File: src/rtl/window_conv.sv
// Streaming sliding-window sum (unit-coefficient convolution) over a valid/ready
// handshake, with a wrapping or saturating running total of all accepted samples.
module window_conv #(
    parameter int WIDTH     = 4,
    parameter int TAPS      = 3,
    parameter int ACC_WIDTH = 4,
    parameter bit SATURATE  = 1'b0
) (
    input  logic                            clk,
    input  logic                            rst,
    input  logic                            clear,
    input  logic                            in_valid,
    input  logic [WIDTH-1:0]                in_data,
    output logic                            in_ready,
    output logic                            out_valid,
    input  logic                            out_ready,
    output logic [WIDTH+$clog2(TAPS+1)-1:0] out_data,
    output logic [ACC_WIDTH-1:0]            acc,
    output logic                            primed
);

    localparam int OW = WIDTH + $clog2(TAPS + 1);
    localparam int FW = $clog2(TAPS + 1);
    localparam int AW = ((ACC_WIDTH > WIDTH) ? ACC_WIDTH : WIDTH) + 1;
    localparam logic [FW-1:0]        TAPS_C  = FW'(TAPS);
    localparam logic [ACC_WIDTH-1:0] ACC_MAX = '1;

    logic [WIDTH-1:0]     taps [TAPS];
    logic [OW-1:0]        sum;
    logic [OW-1:0]        sum_next;
    logic [FW-1:0]        fill;
    logic [FW-1:0]        fill_next;
    logic [AW-1:0]        acc_sum;
    logic [ACC_WIDTH-1:0] acc_next;
    logic                 accept;

    always_comb begin
        in_ready = !out_valid || out_ready;
        accept   = in_valid && in_ready;

        // The window starts zero-filled, so the dropped tap is 0 until TAPS samples arrive.
        sum_next  = sum + OW'(in_data) - OW'(taps[TAPS-1]);
        fill_next = (fill < TAPS_C) ? fill + 1'b1 : fill;

        acc_sum  = AW'(acc) + AW'(in_data);
        acc_next = acc_sum[ACC_WIDTH-1:0];
        if (SATURATE && (acc_sum > AW'(ACC_MAX)))
            acc_next = ACC_MAX;
    end

    // NOTE: all sequential state uses non-blocking assignments so every register
    // samples the pre-edge values, which keeps the tap shift and sum consistent.
    always_ff @(posedge clk) begin
        if (rst) begin
            for (int i = 0; i < TAPS; i++)
                taps[i] <= '0;
            sum       <= '0;
            fill      <= '0;
            acc       <= '0;
            primed    <= 1'b0;
            out_data  <= '0;
            out_valid <= 1'b0;
        end else if (clear) begin
            // A pending result still drains; a sample offered now is dropped.
            for (int i = 0; i < TAPS; i++)
                taps[i] <= '0;
            sum    <= '0;
            fill   <= '0;
            acc    <= '0;
            primed <= 1'b0;
            if (out_ready)
                out_valid <= 1'b0;
        end else if (accept) begin
            for (int i = TAPS - 1; i > 0; i--)
                taps[i] <= taps[i-1];
            taps[0]   <= in_data;
            sum       <= sum_next;
            fill      <= fill_next;
            primed    <= (fill_next == TAPS_C);
            acc       <= acc_next;
            out_data  <= sum_next;
            out_valid <= 1'b1;
        end else if (out_ready) begin
            out_valid <= 1'b0;
        end
    end

endmodule

File: config.mk
export PLATFORM = sky130hd
export DESIGN_NAME = window_conv
export DESIGN_NICKNAME = d
export VERILOG_FILES = /design/src/rtl/window_conv.sv
export SDC_FILE = /design/constraint.sdc
export NUM_CORES = 1
export LEC_CHECK = 0
export ABC_AREA = 1
export BUFFER_PORTS_ARGS = -buffer_cell sky130_fd_sc_hd__buf_2
export CORE_MARGIN = 3
export CORE_UTILIZATION = 25
export DETAILED_ROUTE_END_ITERATION = 10
export SLEW_MARGIN = 20
export SYNTH_ARGS = -nofsm -noshare
export SYNTH_HDL_FRONTEND = slang
export SYNTH_SLANG_ARGS = --single-unit
File: constraint.sdc
create_clock -name clk -period 2 [get_ports clk]
set_clock_uncertainty 0.15 [all_clocks]
set_input_delay 0.2 -clock clk [delete_from_list [all_inputs] [get_ports clk]]
set_output_delay 0.2 -clock clk [all_outputs]
set_load 0.05 [all_outputs]
==> impl_table.tex, run 1 <==
\begin{tabular}{lr}
\hline
Metric & Value \\
\hline
\multicolumn{2}{l}{\textbf{Run status}} \\
\quad Result of the run & complete, but fails checks \\
\quad Violations in the final reports & negative setup slack \\
\multicolumn{2}{l}{\textbf{Synth}} \\
\quad Syn Nets & 197 \\
\quad Most common cell in the synthesized netlist & sky130\_fd\_sc\_hd\_\_inv\_1 \\
\quad Largest area contributor in the netlist & sky130\_fd\_sc\_hd\_\_dfxtp\_1 \\
\quad Syn\_area\_per\_cell & slightly above 9 sq um \\
\quad Yosys top cell area share & 24.8\% \\
\quad Most area-consuming cells after synthesis & sky130\_fd\_sc\_hd\_\_dfxtp\_1 (25\%), sky130\_fd\_sc\_hd\_\_edfxtp\_1 (22\%), sky130\_fd\_sc\_hd\_\_inv\_1 (8.4\%) \\
\quad Netlist cell types & 27 \\
\quad Synthesized flop and latch total & 32 \\
\quad Post-synth ARST share & 0\% \\
\quad Cells after synthesis & between 150 and 200 \\
\quad Yosys warning total & 0 \\
\quad Sequential area share after synthesis & 47.2\% \\
\quad Number of synthesized flops with an enable pin & 12 \\
\quad Dominant synthesized flop cell & sky130\_fd\_sc\_hd\_\_dfxtp\_1 \\
\quad Top post-synthesis cells by count & sky130\_fd\_sc\_hd\_\_inv\_1 (36), sky130\_fd\_sc\_hd\_\_nand2\_1 (35), sky130\_fd\_sc\_hd\_\_dfxtp\_1 (20), sky130\_fd\_sc\_hd\_\_edfxtp\_1 (12), sky130\_fd\_sc\_hd\_\_nor2\_2 (10) \\
\quad Synthesized cell area & 1610 sq um \\
\multicolumn{2}{l}{\textbf{Clock tree}} \\
\quad Insertion delay to the later sink of the worst-skew pair & between 0.2 and 0.3 ns \\
\quad Buffer levels on the longest clock path & 2 \\
\quad H-tree depth & 2 \\
\quad Clock root buffer & sky130\_fd\_sc\_hd\_\_clkbuf\_8 \\
\quad TritonCTS Sinks & 32 \\
\quad Register clock-pin slew on the reported worst setup and hold paths & 0.07 ns \\
\quad Clock tree from TritonCTS & done \\
\quad Number of clock buffers inserted by TritonCTS & 5 \\
\multicolumn{2}{l}{\textbf{Layout}} \\
\quad Core Util, Final & 33.7\% \\
\quad Fraction of layout instances using a drive strength above 1 & a little over a third \\
\quad Layout overhead on the synthesized area & 27.5\% \\
\quad Fin area & just over 2000 sq um \\
\quad Non-filler cells, final & about 290 \\
\quad Ant. Diodes & 0 \\
\quad Total number of nets in the final design & 234 \\
\multicolumn{2}{l}{\textbf{Detailed routing}} \\
\quad Residual DRC & 0 \\
\quad Routed vias/inst & roughly 4.1 \\
\quad Routed len/inst & $\sim$10 um \\
\quad Via count & 1173 \\
\quad WL final & approximately 3.0 mm \\
\quad DRT Pass-1 Iters & 4 \\
\quad Antenna-violating nets left & 0 \\
\quad Initial detailed-routing violation count & 36 \\
\multicolumn{2}{l}{\textbf{Die}} \\
\quad Chip width & approximately 86 um \\
\quad Effective utilization at floorplan & 26.5\% \\
\quad Total I/O pin count & 22 \\
\quad Row cnt & 28 \\
\quad Standard cell core area & between 6000 and 7000 sq um \\
\quad Die height & around 86 um \\
\quad Die area & approximately 7500 sq um \\
\multicolumn{2}{l}{\textbf{STA}} \\
\quad Post-Route Hold Slack & roughly 0.059 ns \\
\quad Slew Limit Headroom & 82.6\% \\
\quad Final critical-path required period & 2.00 ns \\
\quad Final setup violation count & 2 \\
\quad Unrepaired setup endpoints after global routing & true \\
\quad Worst setup margin & -0.00460 ns \\
\quad Max-slew violation count & 0 \\
\quad Tightest Pin Transition & about 0.26 ns \\
\quad Final number of hold-violating endpoints & 0 \\
\quad Portion of the clock cycle consumed by the worst path in the final layout & 100\% \\
\quad Fmax & approximately 500 MHz \\
\multicolumn{2}{l}{\textbf{GRT}} \\
\quad Congestion Overflow GR & 0 \\
\quad Antenna violations before repair & 0 \\
\quad Maximum number of pins on one net before global-route repair & 20 \\
\quad Via count of the first global-routing pass & roughly 1.2k \\
\quad Global-route wire length before repair & 5.16 mm \\
\quad Global router's overall resource usage & 8.79\% \\
\multicolumn{2}{l}{\textbf{Critical path}} \\
\quad Worst path required time & 2.03 ns \\
\quad Cell depth of the worst flop-to-flop path & 10 \\
\quad Biggest fanout along the worst timing path & 3 \\
\quad Minimum setup slack among reg-to-reg paths & -0.005 ns \\
\quad Type of the worst setup path & flop to flop \\
\quad Launching element type of the critical path & flop \\
\quad WP data arrival & approximately 2.0 ns \\
\quad Capturing point of the worst reg2reg path & sum[5] \\
\quad Worst R2R Start & taps[0][9] \\
\quad Crit. End Element & flop \\
\multicolumn{2}{l}{\textbf{Power and ir drop}} \\
\quad Leak pwr & 0.930 nW \\
\quad Power per cell area & a little over 800 nW/um\^{}2 \\
\quad Worst-case vdd ir drop & 595 uV \\
\multicolumn{2}{l}{\textbf{Flow run}} \\
\quad Max cap viols & 0 \\
\multicolumn{2}{l}{\textbf{Worst hold path}} \\
\quad Cell depth of the worst hold path & 3 \\
\quad Worst Hold Path EP & out\_valid \\
\quad Worst hold path startpoint & in\_valid \\
\quad Hold WC Path Type & input pin to flop \\
\multicolumn{2}{l}{\textbf{Place}} \\
\quad Routability Congestion & between 0.7 and 0.8 \\
\quad Post-Place Setup Slack & -0.109 ns \\
\quad Placed Cells incl. Taps & between 200 and 300 \\
\quad Buffers on Ports & 21 \\
\quad Cell area reported after detailed placement & $\sim$1900 sq um \\
\quad HPWL after detailed placement & 2.17 mm \\
\hline
\end{tabular}
## through the flow
stage                     power, mW  setup TNS, ns
after floorplan                1.02              0
after global placement         1.12         -0.397
after detailed placement       1.12         -0.531
after CTS                      1.66         -0.103
after global routing           1.77         -0.492
final                          1.67       -0.00572
## cell type report
| type | instances | area, sq um |
|---|---|---|
| fillers | 656 | 4040 |
| multi-input cells | 103 | 785 |
| flip-flops and latches | 32 | 761 |
| repair buffers | 31 | 183 |
| inverters | 38 | 145 |
| well taps | 75 | 93.8 |
| clock buffers | 8 | 90.1 |
## cells in the final DEF, fill, tap and decap left out, types with 2 or more instances in the layout
master,n
sky130_fd_sc_hd__a21oi_1,4
sky130_fd_sc_hd__buf_2,21
sky130_fd_sc_hd__buf_4,9
sky130_fd_sc_hd__clkbuf_1,2
sky130_fd_sc_hd__clkbuf_8,6
sky130_fd_sc_hd__dfxtp_1,20
sky130_fd_sc_hd__edfxtp_1,12
sky130_fd_sc_hd__fa_1,3
sky130_fd_sc_hd__fa_2,2
sky130_fd_sc_hd__ha_1,5
sky130_fd_sc_hd__ha_4,3
sky130_fd_sc_hd__inv_1,32
sky130_fd_sc_hd__inv_2,5
sky130_fd_sc_hd__nand2_1,32
sky130_fd_sc_hd__nand2_2,4
sky130_fd_sc_hd__nand3_1,3
sky130_fd_sc_hd__nand3_2,4
sky130_fd_sc_hd__nor2_1,5
sky130_fd_sc_hd__nor2_2,10
sky130_fd_sc_hd__o21ai_0,5
sky130_fd_sc_hd__o21ai_2,2
sky130_fd_sc_hd__o22ai_1,3
sky130_fd_sc_hd__or2_4,2
sky130_fd_sc_hd__xnor2_1,3
sky130_fd_sc_hd__xor2_1,2
## kinds of logic after synthesis
logic type / count (synthesis) / share of synthesized area [%]
AO/OA/AOI/OAI: 20 / 7.60
XOR/XNOR: 5 / 2.72
adder cells (fa/ha/maj): 14 / 13.2
buffers and inverters: 39 / 9.70
flip-flops: 32 / 47.2
AND/OR/NAND/NOR: 64 / 19.6
## where the power goes
part	leakage [nW]	internal (mW)	switching [mW]
Combinational	0.582	0.179	0.251
Clock	0.0455	0.280	0.223
Sequential	0.302	0.715	0.0178
Total	0.930	1.17	0.492
## worst max-delay path, stage by stage, from the launching register on
cell and delay [ns]:
sky130_fd_sc_hd__edfxtp_1 0.40, sky130_fd_sc_hd__fa_2 0.57, sky130_fd_sc_hd__inv_2 0.05, sky130_fd_sc_hd__ha_4 0.25, sky130_fd_sc_hd__nand2_2 0.04, sky130_fd_sc_hd__nand2_2 0.07
sky130_fd_sc_hd__nand3b_1 0.11, sky130_fd_sc_hd__nand2_1 0.08, sky130_fd_sc_hd__nand2_1 0.06, sky130_fd_sc_hd__nand3_2 0.07, sky130_fd_sc_hd__nand2_1 0.05
## layer usage
layer / track usage (%) / part of all wire [%] / vias to the layer above
li1: - / - / 614
met1: 10.7 / 48 / 535
met2: 14.4 / 47 / 18
met3: 3.04 / 3.9 / 6
met4: 3.12 / 1.5 / 0
met5: 0 / 0 / -
## flip-flops by register name, indices dropped and copies added (netlist names)
signal,cells
taps,12
primed,1
out_valid,1
acc,4
out_data,6
fill,2
sum,6
## worst max path at each step
stage | cells past startpoint | endpoint | from | slack, ns
after global placement | 9 | sum[3] | in_data[2] | -0.08
after global routing | 10 | sum[5] | taps[0][9] | -0.12
after CTS | 9 | sum[5] | taps[0][9] | -0.03
after detailed placement | 9 | sum[3] | in_data[2] | -0.11
final | 10 | sum[5] | taps[0][9] | -0.005
after floorplan | 8 | out_data[4] | taps[0][11] | 0.01
## repair_timing
action                                  CTS  global route
pin swaps                                 2             9
hold buffers                              1             0
setup buffers                             0             1
gates cloned                              0             0
gates resized for setup                   9            12
endpoints found under the setup margin    5             7
hold endpoints to repair                  1             0
Note: power is estimated with default switching activity, not from simulation.
==> inputs of run 2 (changes only) <==
- PLACE_DENSITY: default -> 0.55
==> impl_table.tex, run 2 (synthesis gave the netlist of run 1 again) <==
\begin{tabular}{lr}
\hline
Metric & Value \\
\hline
\multicolumn{2}{l}{\textbf{Run status}} \\
\quad Result of the run & complete, no violations \\
\multicolumn{2}{l}{\textbf{STA}} \\
\quad Fmax & 500 MHz (+0.32\%) \\
\quad Final critical-path required period & 2.00 ns (-0.00642 ns) \\
\quad Final setup violation count & 0 (-2) \\
\quad Tightest Pin Transition & 0.244 ns (-0.0186 ns) \\
\quad Portion of the clock cycle consumed by the worst path in the final layout & 99.9\% (-0.32 points) \\
\quad Slew Limit Headroom & 83.7\% (+1.1 points) \\
\quad Unrepaired setup endpoints after global routing & true \\
\quad Max-slew violation count & 0 (unchanged) \\
\quad Final number of hold-violating endpoints & 0 (unchanged) \\
\multicolumn{2}{l}{\textbf{Clock tree}} \\
\quad Buffer levels on the longest clock path & 2 (unchanged) \\
\quad Number of clock buffers inserted by TritonCTS & 5 (unchanged) \\
\quad Insertion delay to the later sink of the worst-skew pair & 0.28 ns (about the same) \\
\quad TritonCTS Sinks & 32 (unchanged) \\
\quad Register clock-pin slew on the reported worst setup and hold paths & 0.07 ns (about the same) \\
\quad H-tree depth & 2 (unchanged) \\
\quad Clock root buffer & sky130\_fd\_sc\_hd\_\_clkbuf\_8 \\
\quad Clock tree from TritonCTS & done \\
\multicolumn{2}{l}{\textbf{Detailed routing}} \\
\quad Routed vias/inst & 4.02 (-1.5\%) \\
\quad Antenna-violating nets left & 0 (unchanged) \\
\quad WL final & 2.93 mm (-1.1\%) \\
\quad Routed len/inst & 10.3 um (-0.73\%) \\
\quad DRT Pass-1 Iters & 2 (-2) \\
\quad Initial detailed-routing violation count & 11 (-69\%) \\
\quad Residual DRC & 0 (unchanged) \\
\quad Via count & 1151 (-1.9\%) \\
\multicolumn{2}{l}{\textbf{Layout}} \\
\quad Commonest cells after routing, fill and taps aside & sky130\_fd\_sc\_hd\_\_inv\_1 (35), sky130\_fd\_sc\_hd\_\_nand2\_1 (33), sky130\_fd\_sc\_hd\_\_buf\_2 (21) \\
\quad Total number of nets in the final design & 233 (-0.43\%) \\
\quad Number of flip-flops under the largest register name & 12 (unchanged) \\
\quad Leading cell type in the layout, fill and taps excluded & sky130\_fd\_sc\_hd\_\_inv\_1 \\
\quad Fin area & 2010 sq um (-2.3\%) \\
\quad Largest registers ranked by flip-flop count & taps: 12 flops, out\_data: 6 flops, sum: 6 flops \\
\quad Non-filler cells, final & 286 (-0.35\%) \\
\quad \# fillers & 663 (+1.1\%) \\
\quad Ant. Diodes & 0 (unchanged) \\
\quad Largest Register & taps \\
\quad Fraction of layout instances using a drive strength above 1 & 30.3\% (-5.0 points) \\
\quad Layout overhead on the synthesized area & 24.6\% \\
\multicolumn{2}{l}{\textbf{Place}} \\
\quad Placed Cells incl. Taps & 277 (unchanged) \\
\quad Cell area reported after detailed placement & 1890 sq um (unchanged) \\
\quad Routability Congestion & 0.768 (-0.75\%) \\
\quad HPWL after detailed placement & 2.21 mm (+2.0\%) \\
\quad Buffers on Ports & 21 (unchanged) \\
\multicolumn{2}{l}{\textbf{Die}} \\
\quad Effective utilization at floorplan & 26.5\% (unchanged) \\
\quad Die height & 86.3 um (unchanged) \\
\quad Total I/O pin count & 22 (unchanged) \\
\quad Die area & 7450 sq um (unchanged) \\
\quad Row cnt & 28 (unchanged) \\
\quad Chip width & 86.3 um (unchanged) \\
\quad Standard cell core area & 6100 sq um (unchanged) \\
\multicolumn{2}{l}{\textbf{GRT}} \\
\quad Busiest layer in global routing & met2 \\
\quad Met1 Resource Use GR & 10.8\% (+0.038 points) \\
\quad Grt met3 use & 3.33\% (+0.29 points) \\
\quad Maximum number of pins on one net before global-route repair & 20 (unchanged) \\
\quad Antenna violations before repair & 0 (unchanged) \\
\quad Global router's overall resource usage & 8.96\% (+0.17 points) \\
\quad Via count of the first global-routing pass & 1215 (-0.98\%) \\
\quad Met2 routing resource usage after global routing & 14.6\% (+0.21 points) \\
\quad Global-route wire length before repair & 5.20 mm (+0.79\%) \\
\quad Congestion Overflow GR & 0 (unchanged) \\
\multicolumn{2}{l}{\textbf{Power and ir drop}} \\
\quad Leak pwr & 0.924 nW (-0.68\%) \\
\quad Power per cell area & 801 nW/um\^{}2 (-1.1\%) \\
\quad Pwr Total & 1.61 mW (-3.4\%) \\
\quad Worst-case vdd ir drop & 363 uV (-39\%) \\
\multicolumn{2}{l}{\textbf{Critical path}} \\
\quad Type of the worst setup path & flop to flop \\
\quad WP data arrival & 2.03 ns (about the same) \\
\quad Capturing point of the worst reg2reg path & out\_data[5] \\
\quad Biggest fanout along the worst timing path & 3 (unchanged) \\
\quad Worst path required time & 2.03 ns (about the same) \\
\quad Termination of the worst setup path & out\_data[5] \\
\quad Critical Path Start & taps[0][9] \\
\quad Cell depth of the worst flop-to-flop path & 10 (unchanged) \\
\quad Crit. End Element & flop \\
\quad Minimum setup slack among reg-to-reg paths & 0.002 ns (about the same) \\
\quad Launching element type of the critical path & flop \\
\quad Worst R2R Start & taps[0][9] \\
\multicolumn{2}{l}{\textbf{Worst hold path}} \\
\quad Hold WC Path Type & input pin to flop \\
\multicolumn{2}{l}{\textbf{Flow run}} \\
\quad Max cap viols & 0 (unchanged) \\
\hline
\end{tabular}
[run 2: cell types whose count changed in the layout (fill, tap and decap cells not counted), sizes merged]
cell / change
buf: -1
clkbuf: -1
clkinv: +1
[run 2: cell type report]
cell class	instances	area [sq um]	area share, %
sequential	32	761	37.9
clock buffer	7	76.3	3.80
inverter	38	145	7.22
tap	75	93.8	4.67
multi-input combinational	103	753	37.5
timing repair buffer	30	175	8.72
clock inverter	1	5.00	0.249
[run 2: repair_timing]
| item | 4_1_cts | 5_1_grt |
|---|---|---|
| hold buffers | 1 | 0 |
| setup endpoints to repair | 6 | 8 |
| buffers inserted | 0 | 0 |
| resized for setup | 6 | 4 |
| pin swaps | 9 | 9 |
| endpoints found under the hold margin | 1 | 0 |
[run 2: power breakdown]
part	switching [mW]	total (mW)	leakage, nW	internal, mW
combinational	0.241	0.406	0.579	0.166
clock	0.227	0.471	0.0422	0.244
sequential	0.0175	0.733	0.302	0.715
[run 2: stage by stage]
| stage | util [%] | setup WS (ns) | hold slack [ns] | TNS [ns] |
|---|---|---|---|---|
| 6_report | 33.0 | 0.00182 | 0.0549 | 0 |
| 5_1_grt | 33.0 | -0.105 | 0.0789 | -0.614 |
| 3_3_place_gp | 31.0 | -0.0794 | 0.279 | -0.396 |
| 4_1_cts | 32.8 | -0.0696 | 0.0396 | -0.235 |
| 3_5_place_dp | 31.0 | -0.144 | 0.292 | -0.662 |
| 2_1_floorplan | - | 0.0104 | 0.119 | 0 |
[run 2: worst min path at each step]
stage,startpoint,endpoint,slack [ns],cells after the start
2_1_floorplan,rst,out_valid,0.12,1
3_3_place_gp,out_data[2],out_data[2],0.28,2
3_5_place_dp,out_data[5],out_data[5],0.29,2
4_1_cts,in_valid,out_valid,0.04,3
5_1_grt,in_valid,out_valid,0.08,3
6_report,in_valid,out_valid,0.05,3
[run 2: per-layer routing]
metal	part of all wire (%)	routed length (um)	vias up
li1	-	-	616
met1	48	1420	511
met2	44	1300	18
met3	5.5	160	6
met4	1.7	51	0
met5	0	0	-
[run 2: critical path: stages (launching register included)]
cell and delay [ns]:
sky130_fd_sc_hd__edfxtp_1 0.38, sky130_fd_sc_hd__fa_1 0.55, sky130_fd_sc_hd__inv_1 0.06, sky130_fd_sc_hd__ha_1 0.27
sky130_fd_sc_hd__nand2_1 0.06, sky130_fd_sc_hd__nand2_2 0.08, sky130_fd_sc_hd__nand3b_1 0.10, sky130_fd_sc_hd__nand2_1 0.07
sky130_fd_sc_hd__nand2_1 0.05, sky130_fd_sc_hd__nand3_2 0.07, sky130_fd_sc_hd__nand2_1 0.05
